File: src/rtl/seq_priority_encoder.sv
// ---------------------------------------------------------------------------
// seq_priority_encoder
//
// Captures a WIDTH-bit request vector and emits the binary index of every set
// bit, one index per output beat, lowest-first (MSB_FIRST=0) or highest-first
// (MSB_FIRST=1). An all-zero vector produces a single beat flagged Out_zero.
//
// Ports
//   Clk        in   1      rising-edge clock
//   Rst_n      in   1      asynchronous active-low reset
//   In_valid   in   1      Data_in holds a vector to capture
//   In_ready   out  1      high while idle; a vector is taken when both are high
//   Data_in    in   WIDTH  request vector, any bit pattern
//   Out_valid  out  1      Data_out and flags carry a beat
//   Out_ready  in   1      consumer takes the current beat
//   Data_out   out  IDX_W  index of the selected set bit (0 on a zero beat)
//   Out_last   out  1      final beat of the current vector
//   Out_zero   out  1      captured vector was all zeros
//   Beat_cnt   out  CNT_W  0-based beat number within the current vector
//
// Every output comes straight from a register, so there is no combinational
// path from In_valid, Data_in or Out_ready to any output.
// ---------------------------------------------------------------------------
module seq_priority_encoder #(
   parameter int WIDTH     = 8,
   parameter int MSB_FIRST = 0
) (
   input  logic                         Clk,
   input  logic                         Rst_n,
   input  logic                         In_valid,
   output logic                         In_ready,
   input  logic [WIDTH-1:0]             Data_in,
   output logic                         Out_valid,
   input  logic                         Out_ready,
   output logic [$clog2(WIDTH)-1:0]     Data_out,
   output logic                         Out_last,
   output logic                         Out_zero,
   output logic [$clog2(WIDTH+1)-1:0]   Beat_cnt
);

   localparam int IDX_W = $clog2(WIDTH);
   localparam int CNT_W = $clog2(WIDTH+1);

   typedef enum logic {
      IDLE = 1'b0,
      SCAN = 1'b1
   } state_t;

   state_t             state;
   logic [WIDTH-1:0]   pending;     // set bits not yet emitted, including the one on Data_out
   logic               zero;
   logic [IDX_W-1:0]   index;
   logic               last;
   logic [CNT_W-1:0]   beat_cnt;
   logic [WIDTH-1:0]   remaining;   // pending after the current beat's bit is removed

   // Index of the bit to emit next: lowest set bit, or highest when MSB_FIRST.
   // An empty vector selects index 0, which is what a zero beat reports.
   function automatic logic [IDX_W-1:0] pick_index(input logic [WIDTH-1:0] vec);
      logic [IDX_W-1:0] idx;
      idx = '0;
      if (MSB_FIRST == 0) begin
         for (int i = WIDTH - 1; i >= 0; i--) begin
            if (vec[i]) idx = IDX_W'(i);
         end
      end else begin
         for (int i = 0; i < WIDTH; i++) begin
            if (vec[i]) idx = IDX_W'(i);
         end
      end
      return idx;
   endfunction

   // True when at most one bit is set; clearing the lowest set bit of a vector
   // with zero or one bit set leaves nothing behind.
   function automatic logic at_most_one(input logic [WIDTH-1:0] vec);
      return (vec & (vec - WIDTH'(1))) == '0;
   endfunction

   function automatic logic [WIDTH-1:0] bit_mask(input logic [IDX_W-1:0] idx);
      logic [WIDTH-1:0] m;
      m = '0;
      m[idx] = 1'b1;
      return m;
   endfunction

   assign remaining = pending & ~bit_mask(index);

   // The next beat's index and last flag are computed from the vector that
   // will be pending after this edge, so they are ready as registers when the
   // beat is presented.
   always_ff @(posedge Clk or negedge Rst_n) begin
      if (!Rst_n) begin
         state    <= IDLE;
         pending  <= '0;
         zero     <= 1'b0;
         index    <= '0;
         last     <= 1'b0;
         beat_cnt <= '0;
      end else begin
         case (state)
            IDLE: begin
               if (In_valid) begin
                  pending  <= Data_in;
                  zero     <= (Data_in == '0);
                  index    <= pick_index(Data_in);
                  last     <= at_most_one(Data_in);
                  beat_cnt <= '0;
                  state    <= SCAN;
               end
            end
            SCAN: begin
               if (Out_ready) begin
                  if (last) begin
                     // Final beat taken: back to idle with a clean output set.
                     pending  <= '0;
                     zero     <= 1'b0;
                     index    <= '0;
                     last     <= 1'b0;
                     beat_cnt <= '0;
                     state    <= IDLE;
                  end else begin
                     pending  <= remaining;
                     index    <= pick_index(remaining);
                     last     <= at_most_one(remaining);
                     beat_cnt <= beat_cnt + CNT_W'(1);
                  end
               end
            end
            default: begin
               state <= IDLE;
            end
         endcase
      end
   end

   assign In_ready  = (state == IDLE);
   assign Out_valid = (state == SCAN);
   assign Data_out  = index;
   assign Out_last  = last;
   assign Out_zero  = zero;
   assign Beat_cnt  = beat_cnt;

endmodule

File: config.mk
export PLATFORM = sky130hd
export DESIGN_NAME = seq_priority_encoder
export DESIGN_NICKNAME = d
export VERILOG_FILES = /design/src/rtl/seq_priority_encoder.sv
export SDC_FILE = /design/constraint.sdc
export NUM_CORES = 1
export LEC_CHECK = 0
export ABC_AREA = 1
export BUFFER_PORTS_ARGS = -buffer_cell sky130_fd_sc_hd__buf_2
export CORE_AREA = 2 2 54 56
export DETAILED_ROUTE_END_ITERATION = 6
export DIE_AREA = 0 0 56 58
export GPL_ROUTABILITY_DRIVEN = 0
export MAX_ROUTING_LAYER = met4
export PLACE_DENSITY_LB_ADDON = 0.2
export SLEW_MARGIN = 5
export SYNTH_ARGS = -nofsm -noshare
export SYNTH_HDL_FRONTEND = slang
export SYNTH_SLANG_ARGS = --single-unit
File: constraint.sdc
create_clock -name Clk -period 1.3 [get_ports Clk]
set_input_delay 0.26 -clock Clk [delete_from_list [all_inputs] [get_ports Clk]]
set_output_delay 0.26 -clock Clk [all_outputs]
set_load 0.01 [all_outputs]
* Word-level counts from Yosys, hierarchy flattened *
Index checks and enable logic that the tools add are counted.

storage, ports and cells
  flip-flop bits (word level) = 18
  input port bits = 12
  word-level logic and storage cells = 67

operators by class
  multiplexer cells = 42
  $lt $le $gt $ge = 2
  reduce and logical (&&, ||, !) cells = 6
  bitwise gates (word level) = 5
  $add $sub $neg = 3
  equal/unequal tests = 3

operators with widths
  cell                                                   number
  2-to-1 mux 3 bit                                       19
  bitwise AND 8 bit                                      3
  zero test 8 bit                                        3
  2-to-1 mux 8 bit                                       3
  one-hot mux 8 bit (2 select lines)                     1
  subtractor 8 x 1 -> 8 bit, second input constant       2
  2-to-1 mux 4 bit                                       3
  2-to-1 mux 1 bit                                       10
  NOT 8 bit                                              1
  one-hot mux 4 bit (2 select lines)                     1
  one-hot mux 1 bit (2 select lines)                     3
  one-hot mux 3 bit (2 select lines)                     1
  adder 4 x 1 -> 4 bit, second input constant            1
  < comparator 3 x 4 -> 1 bit, second input constant     1
  inequality test 2 bit, second input constant           2
  demux 1 bit (select 3 bit)                             1
  >= comparator 3 x 1 -> 1 bit, second input constant    1
  AND reduction 3 bit                                    1
  inequality test 2 x 1 -> 1 bit, second input constant  1
  AND reduction 2 bit                                    1
  logical AND 1 bit                                      1
  NOT 1 bit                                              1

* Depth between registers and ports, before layout *
Gate-level depths: netlist of run 1.

  depth in word-level cells = 17
  mapped depth = 11
  mapped depth without buffers = 11

* Least setup slack after synthesis of run 1 *
No wires, ideal clock.

  kind = register to register
  from = register index[1] (netlist: Data_out[1])
  to = register last (netlist: Out_last)
  period minus slack after synthesis = 1.364 ns
  stages on the path, launching flop included = 12
  path slack = -0.064 ns
  data arrival time = 1.292 ns
  required time = 1.229 ns
  cell sequence = dfrtp_1 > nor2_2 > nand2_1 > nand2_2 > nand2_4 > clkinv_2 > nand2_2 > o21bai_2 > nand2_1 > nor2_1 > nor2_1 > nor2_1

on the way
  word-level cells in the longest chain between the ends = 12

RTL lines
  what                                                                                                      line  source
  start, declared                                                                                           52    logic [IDX_W-1:0] index;
  start signal, assigned                                                                                    106   index <= pick_index(Data_in);
  start signal, assigned                                                                                    124   index <= pick_index(remaining);
  < comparator 3 x 4 -> 1 bit (not written as such) / >= comparator 3 x 1 -> 1 bit (equally long branches)  83    m[idx] = 1'b1;
  logical AND 1 bit (not written as such)                                                                   83
  2-to-1 mux 1 bit (not written as such)                                                                    83
  demux 1 bit (select 3 bit) (*)                                                                            83
  NOT 8 bit (*)                                                                                             87    assign remaining = pending & ~bit_mask(index);
  bitwise AND 8 bit (*)                                                                                     87
  subtractor 8 x 1 -> 8 bit                                                                                 77    return (vec & (vec - WIDTH'(1))) == '0;
  bitwise AND 8 bit (*)                                                                                     77
  zero test 8 bit (*)                                                                                       77
  2-to-1 mux 1 bit (*)                                                                                      114   if (last) begin
  2-to-1 mux 1 bit (*)                                                                                      113   if (Out_ready) begin
  one-hot mux 1 bit (2 select lines) (*)                                                                    101   case (state)
  end signal, assigned                                                                                      107   last <= at_most_one(Data_in);
  end signal, assigned                                                                                      125   last <= at_most_one(remaining);
  end, declared                                                                                             53    logic last;

Every way passes the cells marked *; elsewhere a longest branch is shown, timed or not. The select of a mux whose other input is x is not followed.
A chain may end at the register's enable or synchronous reset.

* Worst setup path in the final report of run 1 *
  from = register index[2] (netlist: Data_out[2])
  to = register last (netlist: Out_last)

The elaborated chain is that of the path after synthesis.

==> flow_summary_export.csv, run 1 <==
group,metric,value,unit
outcome,run_status,"finished, violations left",
outcome,violations,"negative setup slack",
sta,pins_over_their_slew_limit,0,
worst_setup_path,critPathCaptureType,"flop",
global_routing,antenna_violations_before_repair,0,
power_and_ir_drop,power.leakage,0.000955,uW
sta,worst_pin_slew,431,ps
sta,holdWs,228,ps
sta,setup_repair_after_global_routing_missed_its_margin,"true",
synth,synth_seq_area_share,36.6,%
sta,final-hold-violation-count,0,
sta,fmax,651,MHz
min_path,worst_hold_path_type,"in -> reg",
flow_run,maxCapViolations,0,
synth,share_of_the_synthesized_area_in_the_top_cell_type,36.6,%
placed_design,hpwl,2690,um
cts,tritoncts,"built",
synth,post_synth_instance_area,1230,um^2
sta,max_slew_margin,71.3,%
synth,netlist-cell-type-count,26,
global_routing,grt_use_total,24.6,%
drt,detail_route.vias_per_cell,5.48,
global_routing,vias_in_the_first_global_route,1352,
layout,final_instance_area,1850,um^2
cts,clkLatencyLatePin,310,ps
placed_design,post_dp_cell_area,1570,um^2
global_routing,grt_start_max_net_pins,19,
layout,fin_nets,258,
synth,netlist.top_cell.by_area,"dfrtp_1",
synth,postSynthCellCount,183,
sta,fin_tns_setup,-786,ps
drt,drt.antenna.violating_nets,0,
cts,ctsHtreeMaxLevel,1,
layout,antennaDiodeCount,0,
drt,wl_per_cell,14.1,um
drt,drcViolationCount,0,
sta,fin_worst_skew,0.878,ps
layout,fin_cells,275,
cts,clk_path_buf_depth,2,
synth,synth_edf_count,0,
power_and_ir_drop,power_density,2520,nW/um^2
die,io_pins,23,
synth,synth_top_cells_by_area,"dfrtp_1 (37%), nand2_1 (14%), nand3_1 (7.7%)",
die,die_height,58,um
worst_setup_path,worst_setup_path_startpoint,"Data_out[2]",
worst_setup_path,timing.setup.critical_path_class,"reg -> reg",
sta,finalCritPeriodShare,118,%
sta,timing.final.setup_violations,6,
placed_design,numPlacedInstances,259,
die,die_area,3250,um^2
placed_design,detailedPlace.worstSlack,-125,ps
layout,syn_to_final_growth,50.1,%
layout,fillCellCount,216,
cts,numClockSinks,18,
worst_setup_path,worst_r2r_endpoint,"Out_last",
synth,synth_nets,196,
synth,postSynth.asyncResetShare,100,%
synth,ys_dominant_reg_cell,"dfrtp_1",
worst_setup_path,r2r_slack,-240,ps
synth,post_synth.cell_area_avg,6.73,um^2
layout,drive_above_1_share,43.9,%
die,floorplan.die.width,56,um
sta,period_minus_slack,1540,ps
worst_setup_path,crit_arrival,1790,ps
global_routing,overflow,0,
placed_design,io_buffers,22,
global_routing,grt_pass1_wl,5960,um
drt,detail_route.iter0.violations,73,
synth,yosysWarnings,0,
synth,yosysMostFrequentCell,"nand2_1",
worst_setup_path,required,1550,ps
die,num_rows,19,
worst_setup_path,critPathCapture,"Out_last",
worst_setup_path,rr_worst_depth,11,
cts,clock_edge_transition_at_the_registers_on_the_reported_setup_and_hold_paths,120,ps
drt,vias,1508,
worst_setup_path,critPathMaxFanout,8,
drt,drt_pass1_iterations,4,
cts,numCtsBuffers,3,
cts,cts_root_buf,"clkbuf_4",
drt,drt_wl_total,3890,um
sta,layout_setup_ws,-237,ps
worst_setup_path,rr_startpoint,"Data_out[2]",
die,floorplan.initialDensity,46.2,%
layout,seqCellArea,454,um^2
synth,synth.ff_latch_count,18,
power_and_ir_drop,peakVddDrop,1.79,mV
die,fp.coreArea,2660,um^2
synth,netlist_top_cells_count,"nand2_1 (47), nand3_1 (19), dfrtp_1 (18), inv_1 (18), nor2_1 (17)",
layout,multiInputGateArea,761,um^2
worst_setup_path,critPathLaunchType,"flop",
critical path, stage by stage (launching register included):
cell	delay, ps
dfrtp_2	500
nor2_4	170
nand2_1	80
nand2_2	100
nand2_4	80
nand2_1	80
inv_1	60
nor2_2	100
nand3_1	70
nor2_1	120
nor2_1	50
nor2_1	80
placed cells by master, fill, tap and decap left out, types with 2 or more instances in the layout:
cell type / Yosys / layout
nand2_1: 47 / 40
buf_4: 0 / 34
buf_2: 3 / 19
inv_1: 18 / 16
dfrtp_1: 18 / 15
nor2_1: 17 / 15
nand3_1: 19 / 15
a21oi_1: 13 / 11
nand2_2: 7 / 10
o21ai_0: 10 / 8
inv_2: 6 / 7
nand2_4: 1 / 5
o211ai_1: 5 / 5
buf_6: 0 / 5
nand3_2: 0 / 4
dfrtp_2: 0 / 3
nor2_4: 0 / 3
clkbuf_4: 0 / 3
nor2_2: 3 / 2
o21ai_2: 1 / 2
a31oi_1: 2 / 2
a22oi_1: 2 / 2
a21oi_2: 0 / 2
logic make-up after synthesis:
logic type | count (synthesis) | synth area share (%)
adder cells (fa/ha/maj) | 1 | 1.02
AO/OA/AOI/OAI | 37 | 18.1
AND/OR/NAND/NOR | 98 | 35.1
flip-flops | 18 | 36.6
buffers and inverters | 29 | 9.25
state kept, by name, summed over array words and instances, names as in the netlist:
| register | flops |
|---|---|
| pending | 8 |
| Beat_cnt | 4 |
| Data_out | 3 |
| Out_last | 1 |
| Out_valid | 1 |
| Out_zero | 1 |
through the flow:
| step | util, % | power (uW) |
|---|---|---|
| global placement | 59.1 | 3420 |
| global route | 69.4 | 4980 |
| detailed placement | 59.1 | 3490 |
| finish | 69.4 | 4660 |
| floorplan | - | 2490 |
| CTS | 63.0 | 4050 |
how the worst min path moves through the flow:
stage / from / endpoint / cells past startpoint
final: In_valid / Out_valid / 3
after global routing: In_valid / Out_valid / 3
after CTS: In_valid / Out_valid / 3
after detailed placement: Rst_n / pending[0] / 1
after global placement: Rst_n / Out_valid / 1
after floorplan: Rst_n / Beat_cnt[0] / 0
routing by layer:
metal	vias up	GRT usage, %	share of wire (%)
met2	47	40.3	50
met5	-	-	0
li1	727	-	-
met3	10	2.46	4.9
met1	724	31.0	43
met4	0	10.9	1.7
what timing repair did:
action	CTS	global route
setup endpoints to repair	12	20
hold buffers	1	0
cloned	0	1
gates resized for setup	8	29
pin swaps	1	15
buffers inserted	4	7
hold endpoints to repair	18	0
where the power goes:
group	switching [uW]	leakage, uW	internal, uW
Clock	205	0.0000210	171
Combinational	1720	0.000711	1500
Sequential	271	0.000223	795
Total	2200	0.000955	2460
layout make-up:
cell class / instances / share of cell area [%]
Tap cell: 31 / 2.10
Multi-Input combinational cell: 136 / 41.2
Inverter: 25 / 5.48
Sequential cell: 18 / 24.6
Timing Repair Buffer: 61 / 24.7
Clock buffer: 4 / 1.96
No activity file was read; power rests on OpenSTA's default activity.
==> inputs of run 2 (changes only) <==
--- a/config.mk
+++ b/config.mk
@@ -7,9 +7,10 @@
 export LEC_CHECK = 0
 export ABC_AREA = 1
 export BUFFER_PORTS_ARGS = -buffer_cell sky130_fd_sc_hd__buf_2
-export CORE_AREA = 2 2 54 56
+export CORE_AREA = 2 2 48 62
+export CTS_CLUSTER_SIZE = 14
 export DETAILED_ROUTE_END_ITERATION = 6
-export DIE_AREA = 0 0 56 58
+export DIE_AREA = 0 0 50 64
 export GPL_ROUTABILITY_DRIVEN = 0
 export MAX_ROUTING_LAYER = met4
 export PLACE_DENSITY_LB_ADDON = 0.2
==> run 2 against run 1 <==
Net effect: the run still ends with negative setup slack left; maximum frequency grew 1.8%; clock skew is 1.8 ps higher; worst setup slack better by 27 ps; total power decreased by 2.3%; first-iteration DRC count is 38% lower; combinational power down 2%; largest cell class unchanged.
==> flow_summary_export.csv, run 2 (synthesized netlist as in run 1, its figures left out) <==
group,metric,value,unit
global_routing,grt_use_total,23.9,%
die,floorplan.die.width,50,um
worst_setup_path,critPathTopFamily,"simple AND/OR/NAND/NOR gates",
worst_setup_path,required,1530,ps
drt,detail_route.vias_per_cell,5.23,
sta,period_minus_slack,1510,ps
sta,fmax,662,MHz
global_routing,grt_start_max_net_pins,19,
worst_setup_path,critPathCaptureType,"flop",
worst_setup_path,critical-path-slowest-cell,"dfrtp_2",
die,die_height,64,um
drt,drcViolationCount,0,
global_routing,grt_pass1_wl,5800,um
cts,clk_path_buf_depth,2,
placed_design,post_dp_cell_area,1570,um^2
sta,final-hold-violation-count,0,
global_routing,antenna_violations_before_repair,0,
min_path,worst_hold_path_type,"in -> reg",
drt,drt_pass1_iterations,4,
worst_setup_path,rr_startpoint,"Data_out[2]",
placed_design,numPlacedInstances,261,
cts,tritoncts,"built",
layout,antennaDiodeCount,0,
worst_setup_path,critPathMaxFanout,8,
drt,drt.antenna.violating_nets,0,
worst_setup_path,cp_slowest_stage_delay,500,ps
sta,max_slew_margin,73.2,%
layout,fin_nets,254,
sta,fin_tns_setup,-651,ps
power_and_ir_drop,power_density,2540,nW/um^2
layout,final_util,69.0,%
worst_setup_path,worst_r2r_endpoint,"Out_last",
worst_setup_path,critPathLaunchType,"flop",
cts,numCtsBuffers,3,
drt,vias,1434,
layout,most_common_library_cell_in_the_layout_ignoring_fill_and_taps,"nand2_1",
worst_setup_path,crit_arrival,1740,ps
sta,timing.final.setup_violations,5,
outcome,violations,"negative setup slack",
die,fp.coreArea,2600,um^2
placed_design,io_buffers,22,
cts,clock_edge_transition_at_the_registers_on_the_reported_setup_and_hold_paths,100,ps
layout,top_register_by_number_of_flip_flops,"pending",
worst_setup_path,timing.setup.critical_path_class,"reg -> reg",
layout,largest_register_ff_count,8,
placed_design,hpwl,2690,um
layout,mostFrequentLayoutCells,"nand2_1 (36), buf_4 (30), buf_2 (21)",
die,die_area,3200,um^2
cts,numClockSinks,18,
layout,fin_cells,274,
min_path,worst_hold_startpoint,"In_valid",
sta,fin_worst_skew,2.71,ps
worst_setup_path,rr_worst_depth,11,
layout,final_instance_area,1790,um^2
layout,fillCellCount,212,
cts,cts_root_buf,"clkbuf_4",
flow_run,maxCapViolations,0,
sta,worst_pin_slew,403,ps
sta,pins_over_their_slew_limit,0,
die,floorplan.initialDensity,47.3,%
sta,holdWs,242,ps
worst_setup_path,cp_bufs_invs,2,
power_and_ir_drop,power.leakage,0.000921,uW
layout,drive_above_1_share,45.0,%
die,io_pins,23,
outcome,run_status,"finished, violations left",
power_and_ir_drop,peakVddDrop,1.46,mV
die,num_rows,21,
drt,detail_route.iter0.violations,45,
sta,finalCritPeriodShare,116,%
drt,drt_wl_total,3760,um
min_path,whs_path_depth,3,
sta,setup_repair_after_global_routing_missed_its_margin,"true",
min_path,min_to,"Out_valid",
sta,layout_setup_ws,-211,ps
cts,clkLatencyLatePin,290,ps
worst_setup_path,timing.critical_path.cells,"inv_2, nand3_2, nand2_4, inv_1, nand2_1, nand3_1, nor2_2, nand3_2, nor2_2, nor2_1, nor2_1",
layout,syn_to_final_growth,45.7,%
global_routing,vias_in_the_first_global_route,1356,
worst_setup_path,r2r_slack,-210,ps
cts,ctsHtreeMaxLevel,1,
drt,wl_per_cell,13.7,um
global_routing,overflow,0,
==> run 2: area by class of cell <==
cell class | count | area (um^2) | area share (%)
clock buffer | 4 | 36.3 | 2.02
inverter | 25 | 97.6 | 5.44
multi-input combinational | 136 | 767 | 42.7
sequential | 18 | 454 | 25.3
tap | 34 | 42.5 | 2.37
timing repair buffer | 57 | 397 | 22.1
==> run 2: timing repair <==
action                                  in CTS  in global routing
buffers inserted                             4                  4
pin swaps                                    4                  9
resized for setup                           10                 26
hold endpoints to repair                    18                  0
endpoints found under the setup margin      11                 18
hold buffers                                 1                  0
==> run 2: stage by stage <==
stage	setup slack [ps]	total power, uW
finish	-211	4550
CTS	-160	4110
global route	-324	4900
global placement	-114	3480
floorplan	-18.1	2490
detailed placement	-174	3540
==> run 2: tightest hold or removal path, delay by kind of cell <==
kind / cells / cell delay, ps
and+or+nand+nor: 2 / 140
buffers and inverters: 1 / 100
==> run 2: power by group <==
group / leakage, uW / total, uW / switching [uW] / internal (uW)
clock: 0.0000210 / 339 / 168 / 171
sequential: 0.000223 / 1050 / 259 / 796
combinational: 0.000677 / 3160 / 1740 / 1420
total: 0.000921 / 4550 / 2170 / 2380
==> run 2: how the worst max path moves through the flow <==
stage                     slack (ps)  cells after the start   startpoint           to
after detailed placement        -170                     11  Data_out[2]     Out_last
after CTS                       -160                     11  Data_out[1]     Out_last
after global routing            -320                     11  Data_out[2]     Out_last
final                           -210                     11  Data_out[2]     Out_last
after floorplan                  -20                     11  Data_out[0]     Out_last
after global placement          -110                      7  Data_out[1]  Data_out[2]
==> run 2: layer usage <==
metal	global-route usage, %	vias up	routed length (um)
met4	10.1	0	112
met5	-	-	0
met2	42.3	42	1970
met3	2.80	17	156
met1	26.6	659	1530
li1	-	716	-
==> inputs of run 3 (changes only) <==
--- a/config.mk
+++ b/config.mk
@@ -14,6 +14,7 @@
 export GPL_ROUTABILITY_DRIVEN = 0
 export MAX_ROUTING_LAYER = met4
 export PLACE_DENSITY_LB_ADDON = 0.2
+export RECOVER_POWER = 50
 export SLEW_MARGIN = 5
 export SYNTH_ARGS = -nofsm -noshare
 export SYNTH_HDL_FRONTEND = slang
==> run 3 against run 2 <==
Net effect: maximum frequency unchanged; the flow still finishes with violations (negative setup slack); highest routed layer unchanged; worst setup slack unchanged; largest power group unchanged; clock power about the same; critical path type unchanged; global-route usage unchanged; combinational power about the same; sequential share of layout area unchanged; clock skew unchanged.
==> flow_summary_export.csv, run 3 (synthesized netlist as in run 1, its figures left out) <==
group,metric,value,unit
cts,numClockSinks,18,
drt,drt_wl_total,3760,um
die,die_height,64,um
sta,layout_setup_ws,-211,ps
worst_setup_path,critPathMaxFanout,8,
cts,numCtsBuffers,3,
worst_setup_path,critPathTopFamily,"simple AND/OR/NAND/NOR gates",
sta,timing.final.setup_violations,5,
cts,cts_root_buf,"clkbuf_4",
cts,clk_path_buf_depth,2,
sta,fmax,662,MHz
sta,period_minus_slack,1510,ps
min_path,worst_hold_path_type,"in -> reg",
placed_design,io_buffers,22,
layout,largest_register_ff_count,8,
sta,finalCritPeriodShare,116,%
worst_setup_path,rr_startpoint,"Data_out[2]",
layout,syn_to_final_growth,45.7,%
layout,top_register_by_number_of_flip_flops,"pending",
power_and_ir_drop,report.power.total,4550,uW
worst_setup_path,critical-path-slowest-cell,"dfrtp_2",
power_and_ir_drop,power.leakage,0.000921,uW
min_path,worst_hold_startpoint,"In_valid",
worst_setup_path,crit_arrival,1740,ps
layout,seqCellArea,454,um^2
cts,tritoncts,"built",
drt,vias,1435,
drt,drt.antenna.violating_nets,0,
die,floorplan.die.width,50,um
sta,fin_worst_skew,2.71,ps
worst_setup_path,critPathCaptureType,"flop",
sta,pins_over_their_slew_limit,0,
worst_setup_path,timing.setup.critical_path_class,"reg -> reg",
layout,fillCellCount,212,
sta,final-hold-violation-count,0,
drt,detail_route.vias_per_cell,5.24,
global_routing,antenna_violations_before_repair,0,
die,fp.coreArea,2600,um^2
layout,most_common_library_cell_in_the_layout_ignoring_fill_and_taps,"nand2_1",
sta,fin_tns_setup,-651,ps
cts,clkLatencyLatePin,290,ps
global_routing,vias_in_the_first_global_route,1356,
die,floorplan.initialDensity,47.3,%
drt,drcViolationCount,0,
sta,worst_pin_slew,447,ps
min_path,whs_path_depth,3,
worst_setup_path,required,1530,ps
worst_setup_path,critPathLaunchType,"flop",
sta,setup_repair_after_global_routing_missed_its_margin,"true",
worst_setup_path,cp_slowest_stage_delay,500,ps
global_routing,grt_start_max_net_pins,19,
die,num_rows,21,
worst_setup_path,r2r_slack,-210,ps
worst_setup_path,timing.critical_path.cells,"inv_2, nand3_2, nand2_4, inv_1, nand2_1, nand3_1, nor2_2, nand3_2, nor2_2, nor2_1, nor2_1",
layout,mostFrequentLayoutCells,"nand2_1 (36), buf_4 (30), buf_2 (20)",
power_and_ir_drop,peakVddDrop,1.46,mV
die,io_pins,23,
outcome,run_status,"finished, violations left",
drt,wl_per_cell,13.7,um
drt,drt_pass1_iterations,4,
layout,final_instance_area,1790,um^2
power_and_ir_drop,power_density,2540,nW/um^2
drt,detail_route.iter0.violations,45,
global_routing,overflow,0,
flow_run,maxCapViolations,0,
worst_setup_path,rr_worst_depth,11,
placed_design,post_dp_cell_area,1570,um^2
placed_design,hpwl,2690,um
die,die_area,3200,um^2
global_routing,grt_use_total,23.9,%
layout,drive_above_1_share,45.0,%
cts,ctsHtreeMaxLevel,1,
layout,multiInputGateArea,767,um^2
layout,fin_nets,254,
cts,clock_edge_transition_at_the_registers_on_the_reported_setup_and_hold_paths,100,ps
min_path,min_to,"Out_valid",
layout,antennaDiodeCount,0,
outcome,violations,"negative setup slack",
global_routing,grt_pass1_wl,5800,um
worst_setup_path,cp_bufs_invs,2,
sta,max_slew_margin,70.2,%
worst_setup_path,worst_r2r_endpoint,"Out_last",
run 3: where the power goes:
group | internal [uW] | switching [uW] | leakage [uW] | total, uW
combinational | 1420 | 1740 | 0.000677 | 3160
clock | 171 | 168 | 0.0000210 | 339
sequential | 796 | 259 | 0.000223 | 1050
total | 2380 | 2170 | 0.000921 | 4550
run 3: layout make-up:
class / count / share of cell area (%)
Inverter: 25 / 5.44
Multi-Input combinational cell: 136 / 42.7
Sequential cell: 18 / 25.3
Timing Repair Buffer: 57 / 22.1
Tap cell: 34 / 2.37
Clock buffer: 4 / 2.02
run 3: worst min-delay path, stage by stage:
cell	delay (ps)
buf_2	100
nand2_2	70
nand2_1	70
run 3: worst max path at each step:
stage,startpoint,end,cells after the start
floorplan,Data_out[0],Out_last,11
finish,Data_out[2],Out_last,11
global placement,Data_out[1],Data_out[2],7
global route,Data_out[2],Out_last,11
CTS,Data_out[1],Out_last,11
detailed placement,Data_out[2],Out_last,11
run 3: layer usage:
| metal | GRT usage (%) | routed length (um) |
|---|---|---|
| met5 | - | 0 |
| met4 | 10.1 | 112 |
| met3 | 2.80 | 156 |
| met2 | 42.3 | 1970 |
| met1 | 26.6 | 1530 |
run 3: what timing repair did:
item,CTS,global route
hold buffers,1,0
setup buffers,4,4
setup endpoints to repair,11,18
hold endpoints to repair,18,0
resized for setup,10,26
pin swaps,4,9
run 3: metrics by stage:
step	setup WS, ps	hold slack (ps)	std cells	util [%]
3_3_place_gp	-114	203	261	60.3
4_1_cts	-160	238	270	64.6
3_5_place_dp	-174	211	261	60.3
5_1_grt	-324	236	274	69.0
6_report	-211	242	274	69.0
2_1_floorplan	-18.1	-35.6	183	-
